**src/rtl/config_tx_pkg.sv**
```systemverilog
// Shared types and helpers for the configuration readback transmitter.
// CONFIG_TX_HEADER_EN adds a 16'hA5A5 header frame ahead of the eight words.
package config_tx_pkg;

  localparam logic [2:0] ST_IDLE   = 3'b000;
  localparam logic [2:0] ST_LOAD   = 3'b001;
  localparam logic [2:0] ST_START  = 3'b010;
  localparam logic [2:0] ST_DATA   = 3'b011;
  localparam logic [2:0] ST_PARITY = 3'b100;
  localparam logic [2:0] ST_STOP   = 3'b101;
  localparam logic [2:0] ST_NEXT   = 3'b110;
  localparam logic [2:0] ST_DONE   = 3'b111;

  localparam int DATA_BITS = 16;
  localparam int NUM_WORDS = 8;

  localparam logic [15:0] HEADER_WORD = 16'hA5A5;

  typedef enum logic [2:0] {
    S_IDLE   = ST_IDLE,
    S_START  = ST_START,
    S_DATA   = ST_DATA,
    S_PARITY = ST_PARITY,
    S_STOP   = ST_STOP
  } ser_state_t;

  typedef enum logic [2:0] {
    Q_IDLE = ST_IDLE,
    Q_LOAD = ST_LOAD,
    Q_SEND = ST_START,
    Q_NEXT = ST_NEXT,
    Q_DONE = ST_DONE
  } seq_state_t;

  // Bit that makes the ones count over data+parity even.
  function automatic logic even_parity(
    input logic [DATA_BITS-1:0] d
  );
    return ^d;
  endfunction

endpackage

```
**src/rtl/tx_serial_16.sv**
```systemverilog
// One-frame serializer: start, 16 data bits LSB first, even parity, stop+gap.
// Data must stay stable for the whole frame; it is read live, not latched.
module tx_serial_16
  import config_tx_pkg::*;
#(
  parameter int CLKS_PER_BIT = 5208,
  parameter int GAP_BITS     = 1
) (
  input  logic                 clock,
  input  logic                 reset,
  input  logic                 start,
  input  logic [DATA_BITS-1:0] data,
  output logic                 tx,
  output logic                 pronto,
  output logic [2:0]           phase
);

  localparam int BW =
    (CLKS_PER_BIT > 1) ? $clog2(CLKS_PER_BIT) : 1;
  localparam logic [BW-1:0] BAUD_LAST = BW'(CLKS_PER_BIT - 1);
  localparam logic [3:0] BIT_LAST = 4'(DATA_BITS - 1);
  localparam logic [3:0] GAP_LAST = 4'(GAP_BITS);

  ser_state_t    state, nxt;
  logic [BW-1:0] baud;
  logic [3:0]    bit_cnt;
  logic          tick;

  assign tick  = (baud == BAUD_LAST);
  assign phase = state;

  always_ff @(posedge clock) begin
    if (!reset) begin
      state   <= S_IDLE;
      baud    <= '0;
      bit_cnt <= '0;
    end else begin
      state <= nxt;
      if (nxt != state || state == S_IDLE) begin
        baud    <= '0;
        bit_cnt <= '0;
      end else if (tick) begin
        baud    <= '0;
        bit_cnt <= bit_cnt + 4'd1;
      end else begin
        baud <= baud + 1'b1;
      end
    end
  end

  always_comb begin
    nxt    = state;
    pronto = 1'b0;
    tx     = 1'b1;
    case (state)
      S_IDLE: begin
        if (start) nxt = S_START;
      end
      S_START: begin
        tx = 1'b0;
        if (tick) nxt = S_DATA;
      end
      S_DATA: begin
        tx = data[bit_cnt];
        if (tick && bit_cnt == BIT_LAST) nxt = S_PARITY;
      end
      S_PARITY: begin
        tx = even_parity(data);
        if (tick) nxt = S_STOP;
      end
      S_STOP: begin
        if (tick && bit_cnt == GAP_LAST) begin
          nxt    = S_IDLE;
          pronto = 1'b1;
        end
      end
      default: nxt = S_IDLE;
    endcase
  end

endmodule

```
**src/rtl/config_tx_fd.sv**
```systemverilog
// Configuration readback: snapshots the limits, sends one frame per word.
// CONFIG_TX_HEADER_EN prepends a 16'hA5A5 header frame (index 0).
module config_tx_fd
  import config_tx_pkg::*;
#(
  parameter int CLKS_PER_BIT = 5208,
  parameter int GAP_BITS     = 1
) (
  input  logic        clock,
  input  logic        reset,
  input  logic        start,
  input  logic [15:0] temp_lim1,
  input  logic [15:0] temp_lim2,
  input  logic [15:0] temp_lim3,
  input  logic [15:0] temp_lim4,
  input  logic [15:0] temp_lim5,
  input  logic [15:0] temp_lim6,
  input  logic [15:0] temp_lim7,
  input  logic [15:0] umidade_lim,
  output logic        tx_serial,
  output logic        busy,
  output logic        pronto,
  output logic [2:0]  db_estado,
  output logic [3:0]  db_word_idx
);

`ifdef CONFIG_TX_HEADER_EN
  localparam int OFF = 1;
`else
  localparam int OFF = 0;
`endif
  localparam int NW = NUM_WORDS + OFF;
  localparam int IW = $clog2(NW);
  localparam logic [3:0] LAST = 4'(NW - 1);

  seq_state_t  state, nxt;
  logic [15:0] cfg [NUM_WORDS];
  logic [15:0] shadow [NW];
  logic [15:0] word;
  logic [3:0]  idx;
  logic        ser_start;
  logic        ser_done;
  logic [2:0]  ser_phase;

  assign cfg[0] = temp_lim1;
  assign cfg[1] = temp_lim2;
  assign cfg[2] = temp_lim3;
  assign cfg[3] = temp_lim4;
  assign cfg[4] = temp_lim5;
  assign cfg[5] = temp_lim6;
  assign cfg[6] = temp_lim7;
  assign cfg[7] = umidade_lim;

  assign word        = shadow[idx[IW-1:0]];
  assign db_word_idx = idx;

  tx_serial_16 #(
    .CLKS_PER_BIT(CLKS_PER_BIT),
    .GAP_BITS    (GAP_BITS)
  ) u_ser (
    .clock (clock),
    .reset (reset),
    .start (ser_start),
    .data  (word),
    .tx    (tx_serial),
    .pronto(ser_done),
    .phase (ser_phase)
  );

  always_ff @(posedge clock) begin
    if (state == Q_LOAD) begin
      for (int i = 0; i < NUM_WORDS; i++)
        shadow[i+OFF] <= cfg[i];
`ifdef CONFIG_TX_HEADER_EN
      shadow[0] <= HEADER_WORD;
`endif
    end
  end

  always_ff @(posedge clock) begin
    if (!reset) begin
      state <= Q_IDLE;
      idx   <= '0;
    end else begin
      state <= nxt;
      if (state == Q_LOAD || state == Q_DONE)
        idx <= '0;
      else if (state == Q_NEXT && idx != LAST)
        idx <= idx + 4'd1;
    end
  end

  always_comb begin
    nxt       = state;
    ser_start = 1'b0;
    busy      = 1'b0;
    pronto    = 1'b0;
    db_estado = ST_IDLE;
    unique case (state)
      Q_IDLE: begin
        if (start) nxt = Q_LOAD;
      end
      Q_LOAD: begin
        busy      = 1'b1;
        ser_start = 1'b1;
        db_estado = ST_LOAD;
        nxt       = Q_SEND;
      end
      Q_SEND: begin
        busy      = 1'b1;
        db_estado = ser_phase;
        if (ser_done) nxt = Q_NEXT;
      end
      Q_NEXT: begin
        busy      = 1'b1;
        db_estado = ST_NEXT;
        if (idx == LAST) begin
          nxt = Q_DONE;
        end else begin
          ser_start = 1'b1;
          nxt       = Q_SEND;
        end
      end
      Q_DONE: begin
        pronto    = 1'b1;
        db_estado = ST_DONE;
        nxt       = Q_IDLE;
      end
      default: nxt = Q_IDLE;
    endcase
  end

endmodule
```
**config.mk**
```make
export PLATFORM = sky130hd
export DESIGN_NAME = config_tx_fd
export DESIGN_NICKNAME = d
export VERILOG_FILES = /design/src/rtl/config_tx_pkg.sv /design/src/rtl/tx_serial_16.sv /design/src/rtl/config_tx_fd.sv
export SDC_FILE = /design/constraint.sdc
export NUM_CORES = 1
export LEC_CHECK = 0
export BUFFER_PORTS_ARGS = -buffer_cell sky130_fd_sc_hd__buf_2
export CAP_MARGIN = 20
export CELL_PAD_IN_SITES_DETAIL_PLACEMENT = 0
export CELL_PAD_IN_SITES_GLOBAL_PLACEMENT = 1
export CORE_MARGIN = 1.5
export CORE_UTILIZATION = 45
export CTS_CLUSTER_DIAMETER = 50
export DETAILED_ROUTE_END_ITERATION = 16
export GPL_TIMING_DRIVEN = 0
export PLACE_DENSITY = 0.9
export SLEW_MARGIN = 15
export SYNTH_ARGS = -nofsm -noshare
export SYNTH_HDL_FRONTEND = slang
export SYNTH_SLANG_ARGS = --single-unit
export TNS_END_PERCENT = 20
```
**constraint.sdc**
```tcl
create_clock -name clock -period 6.6 [get_ports clock]
set_input_delay 0.33 -clock clock [delete_from_list [all_inputs] [get_ports clock]]
set_output_delay 0.33 -clock clock [all_outputs]
set_load 0.1 [all_outputs]
```
==> key figures, run 1 <==
Run status
  – Outcome: finished clean

Yosys
  – Synth cell count leaders: 128 x edfxtp_1, 34 x mux2i_1, 34 x nor2_1
  – #FFs+latches synth: 158
  – Sequential share of the synthesized area: 68.80%
  – Count leader, synth: edfxtp_1
  – EDFF count, synth: about 130
  – Cell count after synthesis: 406
  – Synth warn: 0
  – Top_reg_cell synth: edfxtp_1
  – Synth Area in Adders: less than 1%
  – Xor/xnor share of the synthesized area: 4.300%
  – Post-Syn Nets: 541
  – Post-synthesis mux area share: 12.12%
  – Asr flop ratio synth: 0%
  – Largest area contributor in the netlist: edfxtp_1
  – Mapped Avg Cell Area: about 16 µm²
  – Netlist Area Pre-Place: 0.006460 mm²
  – Simple-gate share of the synthesized area: 6.295%
  – Compound-Gate Fraction of Synth Area: 5.559%
  – Ranking of synthesized cells by area: edfxtp_1 60%, dfxtp_1 9.3%, mux4_2 5.9%
  – Portion of synthesized cell area occupied by the leading cell type: 59.50%
  – Largest family of logic cells by synthesized area: multiplexers
  – Yosys cell types: 45

Clock network
  – Clock sink count: 158
  – Num CTS Buffers: 17
  – Post-CTS Repair Setup Buffers: 0
  – CTS root buffer: clkbuf_16
  – Post-CTS Resized: 0
  – H-tree levels: 4
  – Worst-skew pair later-pin latency: 0.42 ns
  – CTS Hold Bufs: 0
  – Clock Path Buffers: 2
  – CTS tree: built
  – Clock slew at reported path FFs: approximately 0.06 ns

Timing
  – Fin crit period: around 3.8 ns
  – Final setup fails: 0
  – Max-slew violations: 0
  – Unrepaired setup endpoints after global routing: no
  – Share of the clock period used by the worst path: 56.92%
  – Worst slew margin: about three fifths
  – TNS Setup: 0 ns
  – Hold WS: 0.08354 ns
  – Fmax: 266.2 MHz
  – Clock Skews: 0.006750 ns
  – Final Hold Viols: 0
  – Least-Margin Pin Slew: 0.5785 ns

Place
  – DP Cell Count: 727
  – IO Port Bufs: 140
  – Gpl congestion: roughly 0.77
  – DP Area: 0.007418 mm²
  – HPWL reported at the end of detailed placement: 9.325 mm

Floorplan
  – Cell Rows: 43
  – I/O pins: around 140
  – DIE HEIGHT: 122.8 µm
  – Initial Utilization: 46.36%
  – Full die area: between 0.015 and 0.02 mm²
  – Core ar.: 0.01393 mm²
  – Die width: 122.8 µm

Worst hold path
  – Worst Hold Class: in -> reg

GRT
  – Initial antenna violation count: 2
  – Number of global-route vias before repair: between 4,000 and 5,000
  – First-pass GRT wire length: just under 20 mm
  – GRT overflow: 0
  – Largest net degree at the start of global routing: 83
  – GRT Total Usage: between 10% and 20%

Cells and area
  – Area Overhead vs Synth: 23.38%
  – Count of nets after finishing: 701
  – Share of layout cells above drive strength 1: 36.96%
  – Non-Filler Instances: 761
  – Design Area, Final: 0.007970 mm²
  – Fillers: between 1,000 and 1,500

Power
  – PwrDens: 271.7 mW/mm²
  – Leak: 2.835 nW
  – Maximum vdd ir drop: 0.1858 mV

Setup path
  – Max FO, Critical Path: 10
  – Critical Path End Type: output port
  – Worst EP required: 6.27 ns
  – Crit-path cells: buf_2, nand2_1, clkbuf_1, o22ai_1, a21oi_2, mux4_2, a22oi_1, nand4b_1, nand3_1, o31a_1, buf_2
  – Max incr delay on CP: 0.47 ns
  – Top delay family on crit path: buffers and inverters
  – Crit path max-delay cell type: mux4_2
  – Most common cell on crit path: buf_2
  – Buffer and inverter count on the worst path: 3
  – CP startpoint kind: flop
  – Crit Path Category: reg -> out
  – Worst EP arrival: 3.43 ns

Job
  – Max-cap violations: 0

Routing
  – Final WL: 12.57 mm
  – TritonRoute pass-1 iters: 5
  – DR DRC count: 0
  – WL per Instance: 16.52 µm
  – Antenna viol nets, final: 0
  – Vias: between 3,000 and 4,000
  – DR iter-0 viols: between 150 and 200
  – Via/cell ratio: 5.121
kinds of logic (layout without fill, tap and decap cells):
kind of cell	Yosys count	after routing
buf+inv	25	198
compound gates	53	53
mux	55	55
flops	158	158
simple gates	81	81
xor+xnor	30	30
fa+ha+maj	4	4
other cells	0	2
stage by stage:
step           setup WS (ns)  utilization (%)  power, mW
6_report               2.844            57.20      2.165
5_1_grt                2.561            57.20      2.234
4_1_cts                2.759            57.16      2.180
3_5_place_dp           3.245            53.24      1.293
3_3_place_gp           1.917            53.00      1.289
2_1_floorplan          2.806                -      1.234
cell type report:
type / count / area, µm² / area share, %
well taps: 180 / 225.2 / 2.826
clock buffers: 19 / 432.9 / 5.432
inverters: 9 / 38.79 / 0.4867
diodes: 2 / 5.005 / 0.06279
clock inverters: 13 / 113.9 / 1.429
multi-input cells: 223 / 1877 / 23.55
flip-flops and latches: 158 / 4444 / 55.76
plain buffers: 16 / 105.1 / 1.319
repair buffers: 141 / 728.2 / 9.137
power by group:
group / internal, mW / leakage, nW / total, mW / switching (mW)
logic: 0.0595 / 1.16 / 0.133 / 0.0734
registers: 1.13 / 1.42 / 1.14 / 0.0111
clock network: 0.518 / 0.248 / 0.895 / 0.378
total: 1.70 / 2.83 / 2.17 / 0.462
per-layer routing:
layer	track usage, %	vias to the layer above	wire length (µm)
met5	0	-	0
met4	8.503	0	345
met3	5.065	28	634
met2	30.69	124	6554
met1	20.42	1860	5037
li1	-	1885	-
worst paths after layout:
kind / to / from / slack [ns] / depth (start not counted)
setup / recovery: tx_serial / flop / 2.84 / 11
hold reg to reg: u_ser.baud[0]$_SDFF_PP0_ / u_ser.baud[0]$_SDFF_PP0_ / 0.45 / 1
setup reg to reg: u_ser.baud[10]$_SDFF_PP0_ / u_ser.baud[0]$_SDFF_PP0_ / 4.00 / 11
hold / removal: shadow[3][7]$_DFFE_PP_ / temp_lim4[7] / 0.08 / 1
placed cells by master, fill, tap and decap left out, drive strengths merged, types with 2 or more instances in the layout:
cell type  count
nand2b         4
mux4          18
clkbuf        22
buf          154
a31oi          2
nand2          8
diode          2
nand3         11
mux2           3
o21ai          4
nor4b          2
dfxtp         30
o22ai         16
ha             4
xor2          11
and3           7
edfxtp       128
nor2          34
mux2i         34
nor2b          2
clkinv         3
xnor2         19
a21oi         23
clkinvlp       6
nor3b          4
inv           12
or3            2
registers in the layout, indices dropped and copies added (netlist names), named ones only:
signal,cells
u_ser.baud,13
state,3
db_word_idx,4
u_ser.bit_cnt,4
shadow,128
u_ser.phase,3
Power figures use the tool's default switching activity.
==> run 2: changes to the inputs <==
--- a/config.mk
+++ b/config.mk
@@ -10,11 +10,11 @@
 export CELL_PAD_IN_SITES_DETAIL_PLACEMENT = 0
 export CELL_PAD_IN_SITES_GLOBAL_PLACEMENT = 1
 export CORE_MARGIN = 1.5
-export CORE_UTILIZATION = 45
+export CORE_UTILIZATION = 40
 export CTS_CLUSTER_DIAMETER = 50
 export DETAILED_ROUTE_END_ITERATION = 16
 export GPL_TIMING_DRIVEN = 0
-export PLACE_DENSITY = 0.9
+export PLACE_DENSITY = 0.85
 export SLEW_MARGIN = 15
 export SYNTH_ARGS = -nofsm -noshare
 export SYNTH_HDL_FRONTEND = slang
==> constraint.sdc (replaced) <==
create_clock -name clock -period 3.16 [get_ports clock]
set_input_delay 0.158 -clock clock [delete_from_list [all_inputs] [get_ports clock]]
set_output_delay 0.158 -clock clock [all_outputs]
set_load 0.1 [all_outputs]
==> key figures, run 2 (same netlist as run 1, synthesis figures left out) <==
Timing
  – Final Hold Viols: 0
  – Least-Margin Pin Slew: about 0.63 ns
  – Clock Skews: 0.007496 ns
  – TNS Setup: 0 ns
  – Fin crit period: between 3 and 4 ns
  – Worst slew margin: 57.68%
  – Fmax: 326.1 MHz
  – Max-slew violations: 0
  – Share of the clock period used by the worst path: 97.05%
  – Final setup fails: 0

Floorplan
  – Initial Utilization: 40.81%
  – Die width: approximately 130 µm
  – Cell Rows: 46
  – DIE HEIGHT: between 100 and 150 µm
  – Full die area: 0.01692 mm²
  – Core ar.: between 0.015 and 0.02 mm²
  – I/O pins: 141

Setup path
  – Crit Path Category: reg -> out
  – CP startpoint kind: flop
  – Critical Path End Type: output port
  – Top delay family on crit path: XOR/XNOR gates
  – R2r setup slk: 0.62 ns
  – Buffer and inverter count on the worst path: 2
  – Worst EP required: approximately 3.0 ns
  – Reg2reg start: u_ser.baud[0]$_SDFF_PP0_
  – Critical Path Stages: 9
  – Crit-path cells: buf_12, mux4_2, a21oi_4, xor2_1, xnor2_1, xnor2_2, xnor2_1, o31a_1, buf_12
  – Reg2reg path depth: 11
  – FF-to-FF End: u_ser.baud[9]$_SDFF_PP0_
  – CP endpoint: tx_serial
  – Max incr delay on CP: 0.56 ns
  – Crit path max-delay cell type: mux4_2
  – Worst EP arrival: 2.91 ns
  – Max FO, Critical Path: 10

Worst hold path
  – Hold path startpoint: reset
  – Hold path depth: 3
  – Worst Hold Class: in -> reg

Cells and area
  – Share of layout cells above drive strength 1: 34.46%
  – Largest register FFs: 128
  – Final Util: a little over 60%
  – Ant diodes: 0
  – Area Overhead vs Synth: 48.56%
  – Count of nets after finishing: 833
  – Commonest non-fill, non-tap cell in the layout: buf_2
  – Most frequent cells in the layout: 141 x buf_2, 128 x dlygate4sd3_1, 128 x edfxtp_1
  – Non-Filler Instances: 924
  – Top reg by flops: shadow
  – Biggest regs: shadow x128, u_ser.baud x13

Power
  – Clk network pwr share: 40.7%
  – Maximum vdd ir drop: 0.4207 mV
  – P_int: 3.741 mW
  – Switch Pwr: 1.000 mW
  – Leak: roughly 3.5 nW
  – Combinational fraction of design power: 9.2%
  – PwrDens: between 400 and 500 mW/mm²
  – Sw frac: approximately a fifth
  – Flop pwr share: approximately half

Place
  – HPWL reported at the end of detailed placement: 9.722 mm
  – IO Port Bufs: 140
  – Gpl congestion: ~0.76
  – DP Cell Count: about 770

Clock network
  – Num CTS Buffers: 17
  – Clock slew at reported path FFs: 0.06 ns
  – Clock Path Buffers: 2
  – CTS tree: built
  – Worst-skew pair later-pin latency: 0.42 ns
  – CTS root buffer: clkbuf_16
  – H-tree levels: 4
  – Clock sink count: 158

Run status
  – Outcome: finished clean

GRT
  – Initial antenna violation count: 0
  – GRT Total Usage: between 15 and 20%
  – GRT overflow: 0
  – First-pass GRT wire length: 24.63 mm
  – Largest net degree at the start of global routing: 42
  – Number of global-route vias before repair: between 4,000 and 5,000

Routing
  – WL per Instance: 17.60 µm
  – DR DRC count: 0
  – DR iter-0 viols: 215
  – Via/cell ratio: 4.868
  – Vias: 4,498
  – Antenna viol nets, final: 0
  – Final WL: 16.26 mm
  – TritonRoute pass-1 iters: 4

Job
  – Max-cap violations: 0
## run 2: what timing repair did
action                                 in CTS  in global routing
gates cloned                                0                  0
endpoints found under the hold margin     128                  0
buffers inserted                            0                  2
hold buffers                              128                  0
pin swaps                                   3                 10
setup endpoints to repair                   1                  1
gates resized for setup                    30                 28
## run 2: layout make-up
| type | instances | area, µm² |
|---|---|---|
| flip-flops and latches | 158 | 4448 |
| multi-input cells | 223 | 2032 |
| clock buffers | 18 | 429.2 |
| inverters | 9 | 41.29 |
| well taps | 216 | 270.3 |
| clock inverters | 11 | 120.1 |
| fillers | 1159 | 6231 |
| repair buffers | 273 | 2079 |
| plain buffers | 16 | 176.4 |
## run 2: power by group through the flow
stage / Sequential (mW) / Clock (mW) / Combinational (mW)
final: 2.38 / 1.93 / 0.434
after floorplan: 2.42 / 0 / 0.155
after global routing: 2.38 / 2.05 / 0.463
after global placement: 2.42 / 0 / 0.266
after detailed placement: 2.42 / 0 / 0.290
after CTS: 2.38 / 1.96 / 0.418
## run 2: worst min-delay path: stages
cell and delay, ns:
buf_2 0.15, nand2_1 0.07, nor2_1 0.03
## run 2: worst min path at each step
stage                     slack (ns)                      to
after floorplan                 0.26  shadow[0][0]$_DFFE_PP_
after global placement          0.33  shadow[2][6]$_DFFE_PP_
after detailed placement        0.34  shadow[0][7]$_DFFE_PP_
after CTS                       0.02   state[2]$_SDFFE_PN0P_
after global routing            0.04   state[2]$_SDFFE_PN0P_
final                           0.04   state[2]$_SDFFE_PN0P_
## run 2: stage by stage
| stage | hold slack, ns | setup slack (ns) | power, mW | instance area, µm² |
|---|---|---|---|---|
| 2_1_floorplan | 0.2569 | 0.1161 | 2.573 | 6464 |
| 3_3_place_gp | 0.3346 | -0.4277 | 2.691 | 7435 |
| 3_5_place_dp | 0.3361 | -0.1046 | 2.709 | 7502 |
| 4_1_cts | 0.01835 | 0.001773 | 4.758 | 9448 |
| 5_1_grt | 0.04005 | -0.007672 | 4.897 | 9597 |
| 6_report | 0.04458 | 0.09320 | 4.742 | 9597 |
## run 2: layer usage
layer | vias to the layer above | track usage [%] | wire length [µm]
met1 | 2187 | 23.14 | 6583
met2 | 147 | 35.05 | 8582
met4 | 0 | 7.647 | 272
met5 | - | 0 | 0
li1 | 2138 | - | -
met3 | 26 | 5.453 | 825
